[src/rtl/conv_pkg.sv]
// rtl/conv_pkg.sv - shared widths, state type and arithmetic helpers for the conv blocks
package conv_pkg;

  // Default geometry and widths shared by the conv datapath blocks
  localparam int CONV_K_DEF    = 3;
  localparam int CONV_X_BW_DEF = 8;
  localparam int CONV_W_BW_DEF = 8;
  localparam int CONV_I_BW_DEF = 19;
  localparam int CONV_O_BW_DEF = 19;

  // Working width of the saturation helper; wide enough for any sane accumulator
  localparam int CONV_SAT_W = 64;

  // Window state: IDLE means the next valid tap is tap 0
  typedef enum logic {
    CONV_IDLE  = 1'b0,
    CONV_ACCUM = 1'b1
  } conv_state_e;

  // Accumulator width: room for K*K full-scale products plus the partial sum, plus a sign guard
  function automatic int conv_acc_bw(input int i_bw, input int x_bw, input int w_bw, input int k);
    int grow;
    grow = x_bw + w_bw + $clog2(k * k);
    return ((i_bw > grow) ? i_bw : grow) + 1;
  endfunction

  // Clamp a sign-extended in_bw-bit value into the signed out_bw-bit range
  function automatic logic signed [CONV_SAT_W-1:0] conv_sat(
    input logic signed [CONV_SAT_W-1:0] v,
    input int                           in_bw,
    input int                           out_bw
  );
    logic signed [CONV_SAT_W-1:0] hi;
    logic signed [CONV_SAT_W-1:0] lo;
    hi = (64'sd1 <<< (out_bw - 1)) - 64'sd1;
    lo = -(64'sd1 <<< (out_bw - 1));
    if (in_bw <= out_bw) return v;
    if (v > hi) return hi;
    if (v < lo) return lo;
    return v;
  endfunction

endpackage

[src/rtl/conv_mac_pe.sv]
// rtl/conv_mac_pe.sv - two-stage multiply / accumulate element with first and last tap tags
module conv_mac_pe
  import conv_pkg::*;
#(
  parameter int X_BW   = CONV_X_BW_DEF,
  parameter int W_BW   = CONV_W_BW_DEF,
  parameter int I_BW   = CONV_I_BW_DEF,
  parameter int ACC_BW = 21
) (
  input  logic                     i_clk,
  input  logic                     i_rst_n,
  input  logic                     i_clear,
  input  logic                     i_valid,
  input  logic                     i_first,
  input  logic                     i_last,
  input  logic signed [X_BW-1:0]   i_x,
  input  logic signed [W_BW-1:0]   i_w,
  input  logic signed [I_BW-1:0]   i_psum,
  output logic signed [ACC_BW-1:0] o_acc,
  output logic                     o_p_valid,
  output logic                     o_done
);

  localparam int P_BW = X_BW + W_BW;

  logic signed [P_BW-1:0]   p_d;
  logic signed [P_BW-1:0]   p_q;
  logic signed [I_BW-1:0]   psum_q;
  logic                     p_first_q;
  logic                     p_last_q;
  logic                     p_valid_q;
  logic signed [ACC_BW-1:0] p_ext;
  logic signed [ACC_BW-1:0] psum_ext;
  logic signed [ACC_BW-1:0] acc_d;
  logic signed [ACC_BW-1:0] acc_q;
  logic                     done_q;

  assign p_d      = i_x * i_w;
  assign p_ext    = {{(ACC_BW - P_BW){p_q[P_BW-1]}}, p_q};
  assign psum_ext = {{(ACC_BW - I_BW){psum_q[I_BW-1]}}, psum_q};

  // Stage 1: register the product with its tags; tags and psum only move on a valid tap
  always_ff @(posedge i_clk or negedge i_rst_n) begin
    if (!i_rst_n) begin
      p_q       <= '0;
      psum_q    <= '0;
      p_first_q <= 1'b0;
      p_last_q  <= 1'b0;
      p_valid_q <= 1'b0;
    end else if (i_clear) begin
      p_valid_q <= 1'b0;
    end else begin
      p_valid_q <= i_valid;
      if (i_valid) begin
        p_q       <= p_d;
        p_first_q <= i_first;
        p_last_q  <= i_last;
        if (i_first) psum_q <= i_psum;
      end
    end
  end

  // Tap 0 reloads from psum so back-to-back windows need no bubble
  always_comb begin
    acc_d = p_first_q ? (psum_ext + p_ext) : (acc_q + p_ext);
  end

  // Stage 2: accumulate valid products; done strobes once the last product is folded in
  always_ff @(posedge i_clk or negedge i_rst_n) begin
    if (!i_rst_n) begin
      acc_q  <= '0;
      done_q <= 1'b0;
    end else if (i_clear) begin
      done_q <= 1'b0;
    end else begin
      done_q <= p_valid_q & p_last_q;
      if (p_valid_q) acc_q <= acc_d;
    end
  end

  assign o_acc     = acc_q;
  assign o_p_valid = p_valid_q;
  assign o_done    = done_q;

endmodule

[src/rtl/convolution_kxk.sv]
// rtl/convolution_kxk.sv - serial KxK MAC window with saturated output; optional CONV_RELU_EN clamps negatives to 0
module convolution_kxk
  import conv_pkg::*;
#(
  parameter int K    = CONV_K_DEF,
  parameter int X_BW = CONV_X_BW_DEF,
  parameter int W_BW = CONV_W_BW_DEF,
  parameter int I_BW = CONV_I_BW_DEF,
  parameter int O_BW = CONV_O_BW_DEF
) (
  input  logic                   i_clk,
  input  logic                   i_rst_n,
  input  logic                   i_valid,
  input  logic signed [X_BW-1:0] i_x,
  input  logic signed [W_BW-1:0] i_w,
  input  logic signed [I_BW-1:0] i_psum,
  input  logic                   i_clear,
  output logic signed [O_BW-1:0] o_y,
  output logic                   o_valid,
  output logic                   o_busy
);

  localparam int NTAP   = K * K;
  localparam int TAP_W  = (NTAP > 1) ? $clog2(NTAP) : 1;
  localparam int ACC_BW = conv_acc_bw(I_BW, X_BW, W_BW, K);
  localparam logic [TAP_W-1:0] LAST_TAP = TAP_W'(NTAP - 1);

  conv_state_e              state_q;
  conv_state_e              state_d;
  logic [TAP_W-1:0]         tap_q;
  logic [TAP_W-1:0]         tap_d;
  logic                     take;
  logic                     tap_first;
  logic                     tap_last;
  logic signed [ACC_BW-1:0] acc;
  logic                     p_valid;
  logic                     done;
  logic signed [CONV_SAT_W-1:0] acc_ext;
  logic signed [O_BW-1:0]   y_sat;
  logic signed [O_BW-1:0]   y_d;
  logic signed [O_BW-1:0]   y_q;
  logic                     valid_q;

  // A clear in the same cycle swallows the tap
  assign take      = i_valid & ~i_clear;
  assign tap_first = (tap_q == '0);
  assign tap_last  = (tap_q == LAST_TAP);

  // Next tap index and window state; wraps after the last tap, clear returns to tap 0
  always_comb begin
    tap_d   = tap_q;
    state_d = state_q;
    if (i_clear) begin
      tap_d   = '0;
      state_d = CONV_IDLE;
    end else if (i_valid) begin
      tap_d   = tap_last ? '0 : (tap_q + TAP_W'(1));
      state_d = (tap_d == '0) ? CONV_IDLE : CONV_ACCUM;
    end
  end

  // Tap counter / window FSM registers
  always_ff @(posedge i_clk or negedge i_rst_n) begin
    if (!i_rst_n) begin
      tap_q   <= '0;
      state_q <= CONV_IDLE;
    end else begin
      tap_q   <= tap_d;
      state_q <= state_d;
    end
  end

  conv_mac_pe #(
    .X_BW   (X_BW),
    .W_BW   (W_BW),
    .I_BW   (I_BW),
    .ACC_BW (ACC_BW)
  ) u_mac (
    .i_clk     (i_clk),
    .i_rst_n   (i_rst_n),
    .i_clear   (i_clear),
    .i_valid   (take),
    .i_first   (tap_first),
    .i_last    (tap_last),
    .i_x       (i_x),
    .i_w       (i_w),
    .i_psum    (i_psum),
    .o_acc     (acc),
    .o_p_valid (p_valid),
    .o_done    (done)
  );

  assign acc_ext = {{(CONV_SAT_W - ACC_BW){acc[ACC_BW-1]}}, acc};
  assign y_sat   = O_BW'(conv_sat(acc_ext, ACC_BW, O_BW));

  // Optional rectification applied after saturation
  always_comb begin
    y_d = y_sat;
`ifdef CONV_RELU_EN
    if (y_sat[O_BW-1]) y_d = '0;
`endif
  end

  // Result register: o_y only changes on a delivered result; a clear drops the pending one
  always_ff @(posedge i_clk or negedge i_rst_n) begin
    if (!i_rst_n) begin
      y_q     <= '0;
      valid_q <= 1'b0;
    end else begin
      valid_q <= done & ~i_clear;
      if (done && !i_clear) y_q <= y_d;
    end
  end

  assign o_y     = y_q;
  assign o_valid = valid_q;
  assign o_busy  = (state_q != CONV_IDLE) | p_valid | done;

endmodule

[config.mk]
export PLATFORM = sky130hd
export DESIGN_NAME = convolution_kxk
export DESIGN_NICKNAME = d
export VERILOG_FILES = /design/src/rtl/conv_pkg.sv /design/src/rtl/conv_mac_pe.sv /design/src/rtl/convolution_kxk.sv
export SDC_FILE = /design/constraint.sdc
export NUM_CORES = 1
export LEC_CHECK = 0
export ABC_AREA = 0
export BUFFER_PORTS_ARGS = -buffer_cell sky130_fd_sc_hd__buf_2
export CORE_ASPECT_RATIO = 1.4
export CORE_UTILIZATION = 62
export DETAILED_ROUTE_END_ITERATION = 8
export PLACE_DENSITY = 0.83
export SYNTH_ARGS = -nofsm -noshare
export SYNTH_HDL_FRONTEND = slang
export SYNTH_HIERARCHICAL = 1
export SYNTH_SLANG_ARGS = --single-unit
[constraint.sdc]
create_clock -name i_clk -period 3.8 [get_ports i_clk]
set_clock_uncertainty 0.2 [all_clocks]
set_input_delay 0.57 -clock i_clk [delete_from_list [all_inputs] [get_ports i_clk]]
set_output_delay 0.57 -clock i_clk [all_outputs]
set_load 0.02 [all_outputs]
Word level (Yosys, flattened, before mapping)
Index checks and enable logic that the tools add are counted.

word-level totals
  flip-flop bits (word level) = 85
  input port bits = 39
  output and inout port bits = 21
  logic and storage cells = 48

operators by class
  add/sub/neg operators = 3
  multipliers = 1
  magnitude comparators = 2
  equality and inequality tests = 1
  muxes and demuxes = 16
  bitwise gates (word level) = 6
  reductions and logical operators = 8

operators with widths
  kind                                                                             number
  19-bit 2-to-1 mux                                                                4
  21-bit by 16-bit adder with 21-bit output                                        1
  21-bit by 19-bit > comparator with 1-bit output (second input constant)          1
  21-bit by 19-bit less-than comparator with 1-bit output (second input constant)  1
  21-bit 2-to-1 mux                                                                1
  19-bit by 16-bit adder with 20-bit output                                        1
  8-bit by 8-bit multiplier with 16-bit output                                     1
  4-bit 2-to-1 mux                                                                 3
  4-bit zero test                                                                  2
  1-bit 2-to-1 mux                                                                 8
  4-bit by 1-bit adder with 4-bit output (second input constant)                   1
  4-bit == test (second input constant)                                            1
  2-bit AND reduction                                                              2
  1-bit AND                                                                        3
  3-bit AND reduction                                                              1
  1-bit OR                                                                         2
  2-bit nonzero test                                                               1
  1-bit logical AND                                                                1
  1-bit zero test                                                                  1
  1-bit NOT                                                                        1

Logic depth before layout (Yosys ltp)
Gate-level depths: netlist (run 1).

  word-level depth = 6
  gate-level depth with buffers = 18
  gate-level depth less buffers = 18

Cells and area by module
The synthesis (run 1) kept the hierarchy.

by module, submodules not included
  module           instances  cells an instance  area each (µm²)  seq. area each (µm²)
  conv_mac_pe      1          729                6618.8           1501.4
  convolution_kxk  1          123                1127.3           625.6

Worst setup path after synthesis (run 1)
No wires, ideal clock.

  path kind = input port to flip-flop
  from = input i_w[4]
  to = register u_mac.p_q[14]
  arrival time = 4.225 ns
  required time = 3.474 ns
  slack = -0.751 ns
  cell stages on the path = 17
  path buffers = 0
  path through = and2_1 fa_1 inv_1 fa_1 inv_1 fa_1 inv_1 fa_1 inv_1 ha_1 a21oi_1 o21ai_0 a21oi_1 o21bai_1 a31oi_1 mux2i_1 nand2_1

between the ends
  longest elaborated chain between the ends = 1

RTL lines
  item                                          line                   RTL
  start: declaration                            convolution_kxk.sv:15  input logic signed [W_BW-1:0] i_w,
  8-bit by 8-bit multiplier with 16-bit output  conv_mac_pe.sv:38      assign p_d = i_x * i_w;
  end signal: assignment                        conv_mac_pe.sv:55      p_q <= p_d;
  end: declaration                              conv_mac_pe.sv:27      logic signed [P_BW-1:0] p_q;

Every way passes these cells.
A chain may end at the register's enable or synchronous reset.

Worst setup path after layout (run 1)
  from = input i_x[5]
  to = register u_mac.p_q[14]

between the ends
  longest elaborated chain between the ends = 1

RTL lines
  item                                          line                   RTL
  start: declaration                            convolution_kxk.sv:14  input logic signed [X_BW-1:0] i_x,
  8-bit by 8-bit multiplier with 16-bit output  conv_mac_pe.sv:38

Every way passes these cells.

==> results of run 1 <==
state kept, by name, indices dropped and copies added (netlist names):
signal,flops
tap_q,4
state_q,1
u_mac/o_p_valid,1
o_y,19
u_mac/o_done,1
u_mac/psum_q,19
u_mac/o_acc,21
u_mac/p_q,16
o_valid,1
u_mac/p_last_q,1
u_mac/p_first_q,1
layout by cell type (no fill, tap or decap), types with 4 or more instances in the layout:
cell type	count
a21oi_2	7
a211oi_1	5
o211ai_2	4
nand3_1	4
o21ai_0	32
o21ai_1	20
nand2_1	105
buf_2	47
inv_2	12
buf_6	4
nor2b_1	6
clkbuf_16	9
fa_1	54
a21oi_1	48
nand4_1	5
mux2i_1	7
xor2_1	11
nor3b_1	6
ha_1	58
a31oi_1	4
buf_4	55
and2_1	32
nor3_1	9
xnor2_1	29
and2_4	8
nand2b_1	16
nand2_2	4
inv_1	81
ha_4	11
o21a_1	10
mux2_2	20
nor2_1	63
a21o_1	12
dfrtp_1	85
worst paths after layout:
path | startpoint | endpoint | slack [ns]
max in group asynchronous | i_rst_n | u_mac/p_q[12] | 2.63
worst max-delay path | i_x[5] | u_mac/p_q[14] | -0.42
min in group i_clk | i_psum[14] | u_mac/psum_q[14] | 0.25
worst max register to register | u_mac/p_q[0] | u_mac/o_acc[20] | 0.69
worst min register to register | o_y[18] | o_y[18] | 0.28
worst min-delay path | i_rst_n | u_mac/psum_q[0] | 0.06
layer usage:
| metal | track usage [%] | vias up |
|---|---|---|
| li1 | - | 3052 |
| met4 | 12.5 | 2 |
| met2 | 55.1 | 180 |
| met3 | 3.12 | 53 |
| met5 | 0 | - |
| met1 | 31.2 | 3042 |
per-stage QoR:
stage | area, um2 | setup WS, ns | utilization (%) | total power [W] | std cells
2_1_floorplan | 7810 | -0.506 | - | 0.00446 | 852
3_3_place_gp | 8510 | -0.738 | 70.9 | 0.00526 | 1083
3_5_place_dp | 8510 | -0.811 | 70.9 | 0.00541 | 1083
4_1_cts | 9020 | -0.373 | 75.2 | 0.00654 | 1100
5_1_grt | 9120 | -0.576 | 76.0 | 0.00740 | 1102
6_report | 9120 | -0.419 | 76.0 | 0.00683 | 1102
power groups by stage:
stage / combinational (W) / sequential (W) / clock [W]
2_1_floorplan: 0.00316 / 0.00130 / 0
3_3_place_gp: 0.00389 / 0.00137 / 0
3_5_place_dp: 0.00403 / 0.00138 / 0
4_1_cts: 0.00426 / 0.00137 / 0.000905
5_1_grt: 0.00505 / 0.00140 / 0.000949
6_report: 0.00456 / 0.00138 / 0.000898
kinds of logic (layout without fill, tap and decap cells):
logic type	count (synthesis)	count (layout)	synth area share (%)
compound gates	180	180	14.9
xor+xnor	43	43	4.86
fa+ha+maj	127	127	26.0
buf+inv	115	218	6.17
flops	85	85	27.5
mux	28	28	3.96
simple gates	274	274	16.6
layout make-up:
class / instances / area [um2] / area share [%]
Clock buffer: 9 / 225 / 2.47
Tap cell: 147 / 184 / 2.02
Multi-Input combinational cell: 652 / 5420 / 59.5
Sequential cell: 85 / 2130 / 23.3
Clock inverter: 7 / 82.6 / 0.906
Timing Repair Buffer: 108 / 723 / 7.93
Inverter: 94 / 353 / 3.87
timing repair:
item,in CTS,in global routing
endpoints found under the setup margin,7,9
setup buffers,1,3
pin swaps,24,16
gates resized for setup,54,17
hold endpoints to repair,0,0
==> summary.md, run 1 <==
| Metric | Value |
|---|---|
| Setup TNS | -2.33 ns |
| First-pass GRT wire length | 29200 um |
| Cell mode on critical path | inv_2 |
| Comb power frac | 66.7% |
| Max Clk Rate | 237 MHz |
| # setup viols final | 8 |
| RSZ-0062 raised after global routing | true |
| Pre-antenna DRT Iters | 5 |
| Post-synth EDFFs | 0 |
| Clock buffer depth | 2 |
| Async S/R FF share, synth | 100% |
| Die area | 0.0130 mm2 |
| Commonest cells in the netlist | nand2_1 (108), inv_1 (93), dfrtp_1 (85), ha_1 (70), nor2_1 (66) |
| Startpoint types | input port |
| Clock latency on the worst-skew pair | between 0.3 and 0.4 ns |
| Period minus WS final | 4.22 ns |
| Final hold vios | 0 |
| Crit path cell chain | buf_4 > and2_1 > ha_1 > inv_1 > fa_1 > inv_2 > ha_4 > inv_2 > fa_1 > inv_2 > fa_2 > a21o_1 > a21oi_4 > o21ai_2 > a21oi_2 > o21bai_2 > a31oi_1 > mux2i_1 > nand2_1 |
| Worst EP arrival | between 4 and 5 ns |
| Final worst slack | -0.419 ns |
| H-Tree Depth | 3 |
| Routed WL per cell | 16.1 um |
| Drt drc | 0 |
| Share of layout cells above drive strength 1 | about 23% |
| Pin count of the biggest net entering global routing | 54 |
| IR drop worst, VDD | 0.000343 V |
| Crit path required time | around 3.8 ns |
| Main synth FF type | dfrtp_1 |
| Power per Cell Area | 749 mW/mm2 |
| Number of nets with antenna violations after routing | 0 |
| Fin Hold WS | 0.0625 ns |
| Vias per inst | 5.74 |
| Vias | roughly 6300 |
| Fin crit share | 111% |
| Number of distinct library cells after synthesis | 66 |
| Syn Std Cell Area | 0.00775 mm2 |
| Clk pwr share | 13.1% |
| Fill count | 853 |
| Max Cap Violations | 0 |
| CP delay by family, top | adder cells |
| Yosys reg bits | 85 |
| Num CTS Buffers | 9 |
| Core Area | 0.0120 mm2 |
| CTS Root Cell | clkbuf_16 |
| CP Class | in -> reg |
| Worst-path maximum fanout | 6 |
| Sw Pwr | 0.00305 W |
| Final HPWL DP | 12700 um |
| Switching portion of total power | 44.6% |
| Detail Route met2 WL | 9780 um |
| Gpl congestion | ~0.9 |
| Number of antenna diodes | 0 |
| Initial Utilization | 64.6% |
| IO buf count | 59 |
| Reg2Reg Depth | 11 |
| CTS Hold Buffers Added | 0 |
| Post-Syn Instances | 852 |
| Gr ovfl total | 0 |
| Highest routed metal layer | met5 |
| Initial DRC Count | between 200 and 250 |
| Leak pwr | 4.48 nW |
| Met3 Routed Length | a little under 500 um |
| Vias in the first global route | 6620 |
| Dominant cell by count in the synthesized netlist | nand2_1 |
| Die Ht | 134 um |
| Final wirelength | 17700 um |
| Met1 WL | roughly 6800 um |
| Synth warn | 6 |
| Failing checks | setup timing |
| Initial antenna violation count | 1 |
| CTS tree | built |
| Syn Area/Cell | 9.09 um2 |
| Top-area cell type share of the netlist area | between 20% and 30% |
| Clk slew on worst S/H paths | 0.07 ns |
| Slowest-stage cell, CP | fa_1 |
| Row count | 47 |
| Outcome | finished with violations |
| CTS sink count | 85 |
| Worst-Margin Slew | 0.897 ns |
| I/O pin cnt | 60 |
| Post-synth top area cell | dfrtp_1 |
| P_int | 0.00379 W |
| Die X | slightly below 100 um |
| Buffers and inverters on the worst path | 5 |
| CP Capture Type | flip-flop |
| Final Slew Violations | 0 |
| Area contributors post-synth | dfrtp_1 (27%), fa_1 (15%), ha_1 (11%) |
| Worst min path class | in -> async |
| P&R area growth vs syn | 17.7% |
| Relative slew slack | 40.1% |
| GRT Total Usage | between 20% and 30% |
| Post-Syn Nets | 1018 |
| Biggest cell delay along the critical path | 0.54 ns |
| Register area share after synthesis | ~27% |
| Sequential power share | 20.1% |
| Nets | 1116 |
| Worst path depth | 19 |
(Power assumes the default switching activity.)
==> inputs of run 2 (changes only) <==
Settings changed: SYNTH_HIERARCHICAL 1 to unset.
==> run 2 against run 1 <==
Maximum frequency fell by 5.5%. Non-clock buffer count is 4 higher. Sequential power about the same. Die area rose by 0.48%. The flow still finishes with violations (setup timing). Critical path depth did not move. Setup slack got worse by 0.25 ns. Count of clock-buffer cells in the layout increased by 2. Sequential share of layout area down 0.23 points. Largest power group unchanged. Register-to-register slack got worse by 0.06 ns. Global-route usage is 2.0 points lower.
==> summary.md, run 2 <==
| Metric | Value |
|---|---|
| Outcome | finished with violations |
| Failing checks | setup timing |
| Clock latency on the worst-skew pair | 0.33 ns (about the same) |
| Synth warn | 0 (-6) |
| Period minus WS final | 4.47 ns (+0.246 ns) |
| Yosys reg bits | 85 (unchanged) |
| Crit path cell chain | buf_8 > and2_4 > fa_1 > inv_1 > fa_1 > inv_2 > fa_1 > inv_1 > fa_1 > inv_2 > ha_4 > o21ai_4 > a21oi_2 > o21a_1 > o21a_1 > buf_4 > o21a_1 > o21a_1 > o31ai_1 |
| Clk slew on worst S/H paths | 0.06 ns (about the same) |
| Final hold vios | 0 (unchanged) |
| Final wirelength | 16800 um (-5.0%) |
| Commonest cells in the netlist | inv_1 (101), nand2_1 (92), dfrtp_1 (85), ha_1 (70), o21ai_0 (66) |
| Routed WL per cell | 15.2 um (-5.6%) |
| Pin count of the biggest net entering global routing | 86 (+59%) |
| Tot Pwr | 0.00700 W (+2.4%) |
| Initial antenna violation count | 1 (unchanged) |
| Number of flip-flops in the largest register | 21 (unchanged) |
| Die area | 0.0130 mm2 (+0.48%) |
| Post-synth EDFFs | 0 (unchanged) |
| Register area share after synthesis | 27.3% (-0.13 points) |
| Worst-Margin Slew | 1.09 ns (+0.198 ns) |
| Die Ht | 135 um (+0.24%) |
| Row count | 48 (+2.1%) |
| First-pass GRT wire length | 28700 um (-1.7%) |
| Max Cap Violations | 0 (unchanged) |
| Number of antenna diodes | 0 (unchanged) |
| Initial Utilization | 63.2% (-1.3 points) |
| Commonest non-fill, non-tap cell in the layout | nand2_1 |
| RSZ-0062 raised after global routing | true |
| Number of nets with antenna violations after routing | 0 (unchanged) |
| Worst EP arrival | 4.50 ns (+0.26 ns) |
| Worst-path maximum fanout | 3 (-3) |
| Placed instance area | 0.00865 mm2 (+1.6%) |
| Final Slew Violations | 0 (unchanged) |
| Number of distinct library cells after synthesis | 64 (-3.0%) |
| CTS tree | built |
| IR drop worst, VDD | 0.000311 V (-9.2%) |
| Vias | 6264 (-1.0%) |
| Syn Std Cell Area | 0.00778 mm2 (+0.48%) |
| Crit path launch | i_w[2] |
| H-Tree Depth | 3 (unchanged) |
| Dominant cell by count in the synthesized netlist | inv_1 |
| Max Clk Rate | 224 MHz (-5.5%) |
| Crit path required time | 3.83 ns (about the same) |
| Vias per inst | 5.65 (-1.7%) |
| Core Area | 0.0123 mm2 (+2.6%) |
| Drt drc | 0 (unchanged) |
| Die X | 96.7 um (+0.24%) |
| Async S/R FF share, synth | 100% (unchanged) |
| Worst min path class | in -> async |
| Setup TNS | -3.27 ns (-0.944 ns) |
| Initial DRC Count | 179 (-27%) |
| Post-Syn Instances | 853 (+0.12%) |
| I/O pin cnt | 60 (unchanged) |
| Fin crit share | 118% (+6.5 points) |
| Slowest-stage cell, CP | fa_1 |
| Main synth FF type | dfrtp_1 |
| Area contributors post-synth | dfrtp_1 (27%), fa_1 (15%), ha_1 (11%) |
| P&R area growth vs syn | 18.3% |
| Final HPWL DP | 13000 um (+2.3%) |
| Most frequent cells in the layout | nand2_1 (90), inv_1 (86), dfrtp_1 (85), o21ai_0 (64), ha_1 (60) |
| Power per Cell Area | 760 mW/mm2 (+1.4%) |
| Gpl congestion | 0.917 (+1.8%) |
| Nets | 1121 (+0.45%) |
| Final worst slack | -0.665 ns (-0.246 ns) |
| Vias in the first global route | 6470 (-2.3%) |
| CTS Hold Buffers Added | 0 (unchanged) |
| Clock buffer depth | 2 (unchanged) |
| CTS sink count | 85 (unchanged) |
| Fin Hold WS | 0.221 ns (+0.159 ns) |
| Num CTS Buffers | 9 (unchanged) |
| Leak pwr | 4.44 nW (-0.76%) |
| Worst r2r src | u_mac.p_q[0] |
| IO buf count | 59 (unchanged) |
| Post-synth top area cell | dfrtp_1 |
| CP Capture Type | flip-flop |
| Top-area cell type share of the netlist area | 27.3% (-0.13 points) |
| Startpoint types | input port |
| Design area | 0.00921 mm2 (+1.0%) |
| GRT Total Usage | 27.0% (-2.0 points) |
| Relative slew slack | 26.7% (-13 points) |
| Syn Area/Cell | 9.13 um2 (+0.37%) |
| CP Class | in -> reg |
| CTS Root Cell | clkbuf_16 |
| Share of layout cells above drive strength 1 | 22.3% (-0.51 points) |
| # setup viols final | 7 (-1) |
| Gr ovfl total | 0 (unchanged) |
| Biggest cell delay along the critical path | 0.54 ns (about the same) |
| Post-Syn Nets | 1019 (+0.098%) |
| Pre-antenna DRT Iters | 4 (-1) |
run 2: changes by cell type after synthesis, moves of 8 or more:
| cell | change |
|---|---|
| nand3_1 | +8 |
| clkbuf_1 | +10 |
| o21ai_0 | +27 |
| a21oi_1 | -15 |
| nor2_1 | -19 |
| inv_1 | +8 |
| nand2_1 | -16 |
run 2: critical path: cells and delay by family:
family | cells | cell delay, ns
AO/OA/AOI/OAI | 7 | 1.08
AND/OR/NAND/NOR | 1 | 0.15
adder cells (fa/ha/maj) | 5 | 2.26
buffers and inverters | 6 | 0.44
run 2: final timing paths:
| kind | to | slack (ns) | depth (start not counted) |
|---|---|---|---|
| max in group asynchronous | u_mac.psum_q[6] | 2.52 | 1 |
| max | u_mac.p_q[12] | -0.67 | 19 |
| min in group i_clk | u_mac.psum_q[1] | 0.25 | 3 |
| min | u_mac.o_acc[15] | 0.22 | 1 |
| min reg2reg | o_y[6] | 0.27 | 2 |
| max reg2reg | u_mac.o_acc[18] | 0.63 | 11 |
run 2: repair_timing:
| action | in CTS | in global routing |
|---|---|---|
| endpoints found under the setup margin | 7 | 9 |
| cloned | 0 | 0 |
| gates resized for setup | 45 | 18 |
| pin swaps | 29 | 21 |
| hold endpoints to repair | 0 | 0 |
| buffers inserted | 8 | 2 |
run 2: kinds of logic (layout without fill, tap and decap cells):
logic type / count (synthesis) / count (layout) / share of synthesized area [%]
xor gates and xnor gates: 43 / 43 / 4.84
DFF: 85 / 85 / 27.3
adders and majority gates: 127 / 127 / 25.9
AOI/OAI and AO/OA: 187 / 187 / 15.2
muxes: 31 / 31 / 4.37
buffers and inverters: 123 / 229 / 5.93
and+or+nand+nor: 257 / 257 / 16.4
run 2: cell type report:
type / instances / area (um2)
clock buffer: 11 / 243
clock inverter: 4 / 72.6
fill: 878 / 3100
inverter: 102 / 385
multi-input combinational: 645 / 5430
sequential: 85 / 2130
tap: 150 / 188
timing repair buffer: 112 / 762
run 2: metal layers:
layer	global-route usage (%)	vias up	share of wire, %
met5	0	-	0.077
met2	52.9	134	55
met4	11.0	2	3.1
li1	-	3083	-
met3	2.90	35	2.8
met1	29.3	3010	39
run 2: through the flow:
stage               worst slack (ns)  utilization (%)  std cells
floorplan                     -0.613                -        853
global placement              -0.889             70.3       1086
detailed placement            -0.984             70.3       1086
CTS                           -0.610             74.4       1109
global route                  -0.752             74.8       1109
finish                        -0.665             74.8       1109
run 2: where the power goes:
group / internal (W) / switching [W]
sequential: 0.00114 / 0.000261
clock: 0.000589 / 0.000334
combinational: 0.00223 / 0.00245
